<file path="src/rtl/door_release.sv">
// Door strike controller: unlock-edge triggered release window, door supervision, saturating unlock count.
// Optional macro FORCED_ENTRY_ALARM_EN: a door opening while LOCKED (without an unlock edge) raises the alarm.
module door_release #(
  parameter int HOLD_CYCLES = 8,
  parameter int OPEN_MAX    = 32,
  parameter int CNT_W       = 8
) (
  input  logic             clk_i,
  input  logic             rst_ni,
  input  logic             unlock0_i,
  input  logic             door_open_i,
  input  logic             ack_i,
  output logic             release_o,
  output logic             alarm_o,
  output logic [1:0]       state_o,
  output logic [CNT_W-1:0] unlock_count_o
);

  typedef enum logic [1:0] {
    LOCKED   = 2'd0,
    RELEASED = 2'd1,
    OPEN     = 2'd2,
    ALARM    = 2'd3
  } state_e;

  localparam logic [CNT_W-1:0] HOLD_LD = CNT_W'(HOLD_CYCLES - 1);
  localparam logic [CNT_W-1:0] OPEN_LD = CNT_W'(OPEN_MAX - 1);
  localparam logic [CNT_W-1:0] CNT_SAT = {CNT_W{1'b1}};

  state_e             state_q, state_d;
  logic [CNT_W-1:0]   timer_q, timer_d;
  logic [CNT_W-1:0]   cnt_q, cnt_d;
  logic               prev_q;
  logic               release_q, alarm_q;
  logic               unlock_edge;
  logic               count_inc;

  assign unlock_edge = unlock0_i & ~prev_q;

  always_comb begin
    state_d   = state_q;
    timer_d   = timer_q;
    count_inc = 1'b0;
    unique case (state_q)
      LOCKED: begin
        if (unlock_edge) begin
          state_d   = RELEASED;
          timer_d   = HOLD_LD;
          count_inc = 1'b1;
        end
`ifdef FORCED_ENTRY_ALARM_EN
        else if (door_open_i) begin
          state_d = ALARM;
        end
`endif
      end
      RELEASED: begin
        // Door opening wins over a retrigger so the strike drops as soon as the door moves.
        if (door_open_i) begin
          state_d = OPEN;
          timer_d = OPEN_LD;
        end else if (unlock_edge) begin
          timer_d   = HOLD_LD;
          count_inc = 1'b1;
        end else if (timer_q == '0) begin
          state_d = LOCKED;
        end else begin
          timer_d = timer_q - 1'b1;
        end
      end
      OPEN: begin
        if (!door_open_i) begin
          state_d = LOCKED;
        end else if (timer_q == '0) begin
          state_d = ALARM;
        end else begin
          timer_d = timer_q - 1'b1;
        end
      end
      ALARM: begin
        if (ack_i && !door_open_i) begin
          state_d = LOCKED;
        end
      end
    endcase
    cnt_d = (count_inc && (cnt_q != CNT_SAT)) ? cnt_q + 1'b1 : cnt_q;
  end

  // Outputs are decoded from the next state so they move together with state_o.
  always_ff @(posedge clk_i or negedge rst_ni) begin
    if (!rst_ni) begin
      state_q   <= LOCKED;
      timer_q   <= '0;
      cnt_q     <= '0;
      prev_q    <= 1'b0;
      release_q <= 1'b0;
      alarm_q   <= 1'b0;
    end else begin
      state_q   <= state_d;
      timer_q   <= timer_d;
      cnt_q     <= cnt_d;
      prev_q    <= unlock0_i;
      release_q <= (state_d == RELEASED);
      alarm_q   <= (state_d == ALARM);
    end
  end

  assign release_o      = release_q;
  assign alarm_o        = alarm_q;
  assign state_o        = state_q;
  assign unlock_count_o = cnt_q;

endmodule

</file>
<file path="config.mk">
export PLATFORM = sky130hd
export DESIGN_NAME = door_release
export DESIGN_NICKNAME = d
export VERILOG_FILES = /design/src/rtl/door_release.sv
export SDC_FILE = /design/constraint.sdc
export NUM_CORES = 1
export LEC_CHECK = 0
export ABC_AREA = 0
export ABC_CLOCK_PERIOD_IN_PS = 3300
export BUFFER_PORTS_ARGS = -buffer_cell sky130_fd_sc_hd__buf_2
export CORE_UTILIZATION = 43
export DETAILED_ROUTE_END_ITERATION = 7
export GPL_TIMING_DRIVEN = 0
export PLACE_DENSITY = 0.66
export SETUP_SLACK_MARGIN = 0.02
export SYNTH_ARGS = -nofsm -noshare
export SYNTH_HDL_FRONTEND = slang
export SYNTH_SLANG_ARGS = --single-unit
</file>
<file path="constraint.sdc">
create_clock -name clk_i -period 3.3 [get_ports clk_i]
set_input_delay 0.66 -clock clk_i [delete_from_list [all_inputs] [get_ports clk_i]]
set_output_delay 0.66 -clock clk_i [all_outputs]
set_load 0.005 [all_outputs]
</file>
# == Word level (Yosys, flattened, before mapping) ==
# Index checks and enable logic that the tools add are counted.
# op_classes
addsub,2
eq_ne,8
n_mux,17
bitwise_logic,2
n_reduce_logical,7
# op_table
operator,n
8-bit two-way mux,5
8-bit one-hot mux with 3 select lines,1
2-bit two-way mux,7
"8-bit by 1-bit adder with 8-bit output, second input constant",1
8-bit logical NOT,1
"8-bit inequality test, second input constant",1
2-bit one-hot mux with 4 select lines,1
"8-bit by 1-bit subtractor with 8-bit output, second input constant",1
"2-bit equality test, second input constant",3
"2-bit by 1-bit equality test with 1-bit output, second input constant",2
"2-bit inequality test, second input constant",2
3-bit AND reduction,1
3-bit nonzero test,1
1-bit logical AND,2
2-bit logical NOT,1
1-bit two-way mux,2
1-bit one-hot mux with 2 select lines,1
1-bit AND,1
1-bit logical NOT,1
1-bit inverter,1
# totals
regBits,21
inputBits,5
out_inout_bits,12

# == Longest topological paths before layout ==
# depth
ltp_word,6
mapped_depth,7
depth_no_buf,6

# == Worst setup path before layout ==
# No wires, ideal clock.
# synth_path
path_type,register -> register
start,"reg state_q[0], in the netlist state_o[0]"
end,reg timer_q[2]
setup_ns,0.120
arrival_time_ns,1.794
required_ns,3.180
path_slack_ns,1.386
path_stages_with_launch,7
period_less_slack_ns,1.914
cell_sequence,dfrtp_1 -> inv_1 -> ha_1 -> nor2b_1 -> a2111oi_4 -> nand2_1 -> o22a_2
# synth_between
elab_chain_len,3
word_cells_on_any_way,8
# synth_lines
item,line_no,text
"start, declared",30,"state_e state_q, state_d;"
"start signal, assigned",99,state_q <= state_d;
2-bit equality test (tied with other cells),44,unique case (state_q)
2-bit inequality test (no source line) or 3-bit nonzero test (tied branches),-,
3-bit AND reduction (no source line),-,
"end signal, assigned",100,timer_q <= timer_d;
"end, declared",31,"logic [CNT_W-1:0] timer_q, timer_d;"
# Parallel ways exist; a longest one is shown, timed or not.
# A chain may end at the register's enable or synchronous reset.

# == Final worst setup path ==
# Ends and elaborated chain as after synthesis.

==> impl_metrics.csv <==
group,metric,value,unit
die,start_util,0.451,
timing,relSlewSlack,0.625,
critical_path,worst-path-max-fanout,8,
logic_synthesis,ys_ff_latch,21,
logic_synthesis,synth_nets,153,
route,first_pass_iters,4,
logic_synthesis,synth_compound_area_frac,0.222,
layout,multi_input_area,806,µm²
die,die_x,58.6,µm
layout,drive_gt1_frac,0.214,
global_routing,grt_util_met1,0.263,
die,core,0.00305,mm²
global_routing,grt-ovfl-total,0,
route,drc_errors,0,
clocking,clockBufferDepth,2,
critical_path,critPathRequiredTime,3520,ps
global_routing,grtUsageMet3,0.0396,
logic_synthesis,netlist_area,0.00138,mm²
pwr,leakage,0.708,nW
layout,register_area,526,µm²
timing,holdWs,277,ps
timing,period_share,0.674,
timing,tightestPinTransition,563,ps
global_routing,grt_pass1_vias,1062,
global_routing,grt_max_degree,22,
global_routing,use_met2,0.284,
die,rows,20,
critical_path,cp-end-kind,"flop",
logic_synthesis,synthCells,140,
run_status,status,"finished, final reports clean",
logic_synthesis,synthXorXnorAreaFrac,0.0636,
pwr,powerDensity,728,mW/mm²
global_routing,grt_first_pass_wirelength,4.86,mm
layout,n_fill_cell,306,
placed_design,place_hpwl,2.02,mm
route,drtIter0Drc,50,
critical_path,worstSetupPathType,"flop to flop",
logic_synthesis,synth_edf_count,0,
timing,rsz0062_at_grt,"false",
clocking,cts_tree,"done",
pwr,vdd_drop_max,0.424,mV
timing,clock.fmax,450,MHz
clocking,cts.repair.resized,0,
layout,antenna_cells,0,
layout,fin_util,0.503,
logic_synthesis,synth_mux_area_frac,0.0155,
logic_synthesis,synth_flop_cell,"dfrtp_1",
clocking,holdBufCountCts,0,
critical_path,cp.arrival,2450,ps
logic_synthesis,async_reset_ff_frac,1.00,
clocking,worstSkewPairLatency,310,ps
clocking,cts_num_sinks,21,
timing,clock_skew,8.64,ps
placed_design,portBuffers,15,
timing,period_needed,2220,ps
clocking,cts_buffers,3,
route,vias_per_cell,5.37,
logic_synthesis,synth_top_family_by_area,"compound AO/OA/AOI/OAI gates",
route,wl_per_cell,13.6,µm
route,wirelength,2.76,mm
hold_path,min_path_type,"input port to asynchronous set/reset pin",
logic_synthesis,syn-mean-instance-area,9.83,µm²
route,via_count,1090,
global_routing,grt_use_total,0.186,
logic_synthesis,yosysWarnings,0,
layout,fin_nets,173,
clocking,clockRootBuffer,"clkbuf_4",
timing,hold_viol,0,
logic_synthesis,synthAdderAreaFrac,0.0727,
placed_design,place_congestion,0.797,
timing,setup_viol,0,
die,boundaryPins,17,
layout,syn_to_final_growth,11.6,%
layout,most-common-layout-cells,"21 x dfrtp_1, 17 x buf_2, 12 x nand2_1",
timing,drv_slew,0,
critical_path,cp-start-kind,"flop",
clocking,h-tree-depth,1,
run,drv_cap,0,
die,dieArea,0.00343,mm²
clocking,post-cts-setup-buffers,0,
layout,mostFrequentLayoutCell,"dfrtp_1",
timing,finalSetupTns,0,ps
route,ant_nets,0,
logic_synthesis,synthDistinctLibCells,47,
global_routing,grt.busiest_layer,"met2",
die,die_height,58.6,µm
global_routing,antenna_found_initial,0,
logic_synthesis,ys_seq_area_frac,0.382,
logic_synthesis,synth-simple-area-share,0.212,
clocking,clkTransAtPathRegs,130,ps
worst max-delay path, cell delays in order, from the launching register on:
cell and delay, ps:
dfrtp_1 500, inv_1 120, ha_1 320, nor2b_1 220, a2111oi_4 580, nand2_1 150
o22a_2 250
cell families after synthesis:
family,after synthesis
xor gates and xnor gates,10
DFF,21
muxes,2
adders and majority gates,8
buffers and inverters,11
and+or+nand+nor,50
AOI/OAI and AO/OA,38
power by group:
group	leakage [nW]	total, mW	switching [mW]	internal, mW
Sequential	0.268	0.430	0.102	0.328
Combinational	0.426	0.558	0.315	0.243
Clock	0.0139	0.130	0.0842	0.0463
final timing paths:
check                                  startpoint           endpoint  slack [ps]  cells after the start
worst max-delay path                   state_o[0]         timer_q[2]        1080                      6
worst min-delay path                       rst_ni         timer_q[1]         280                      1
worst max register to register         state_o[0]         timer_q[2]        1080                      6
worst min register to register  unlock_count_o[6]  unlock_count_o[6]         500                      1
max in group asynchronous                  rst_ni         timer_q[3]        2700                      1
min in group clk_i                      unlock0_i             prev_q         470                      1
metrics by stage:
step	instances	instance area, µm²	setup slack (ps)	total power, mW
2_1_floorplan	140	1380	1390	0.833
3_3_place_gp	199	1510	1150	0.974
3_5_place_dp	199	1510	1100	0.990
4_1_cts	203	1540	1100	1.12
5_1_grt	203	1540	943	1.22
6_report	203	1540	1080	1.12
layer usage:
metal  part of all wire  wire, µm  vias up
met3              0.033        92        4
met4              0.011        31        0
li1                   -         -      556
met2               0.46      1270       21
met1               0.50      1370      509
met5                  0         0        -
synth_stat cells (3+ instances only):
cell type / n / area (µm²)
dfrtp_1: 21 / 526
nand2_1: 12 / 45.0
nand3_1: 10 / 50.1
ha_1: 8 / 100
inv_1: 8 / 30.0
xor2_1: 7 / 61.3
nor2_1: 6 / 22.5
a21oi_1: 5 / 25.0
nor3_1: 5 / 25.0
a31oi_1: 4 / 25.0
o21ai_0: 4 / 20.0
a211oi_1: 3 / 22.5
nand4_1: 3 / 18.8
nor2b_1: 3 / 18.8
o211ai_1: 3 / 22.5
xnor2_1: 3 / 26.3
sequential cells by signal (all words and copies together) (netlist names):
signal          count
prev_q              1
state_o             2
unlock_count_o      8
alarm_o             1
release_o           1
timer_q             8
final cells by class:
class | count | area share
flip-flops and latches | 21 | 0.342
multi-input cells | 108 | 0.524
well taps | 44 | 0.0358
repair buffers | 15 | 0.0489
clock inverters | 1 | 0.00489
inverters | 8 | 0.0195
plain buffers | 3 | 0.00977
clock buffers | 3 | 0.0147
(Power assumes the default switching activity.)
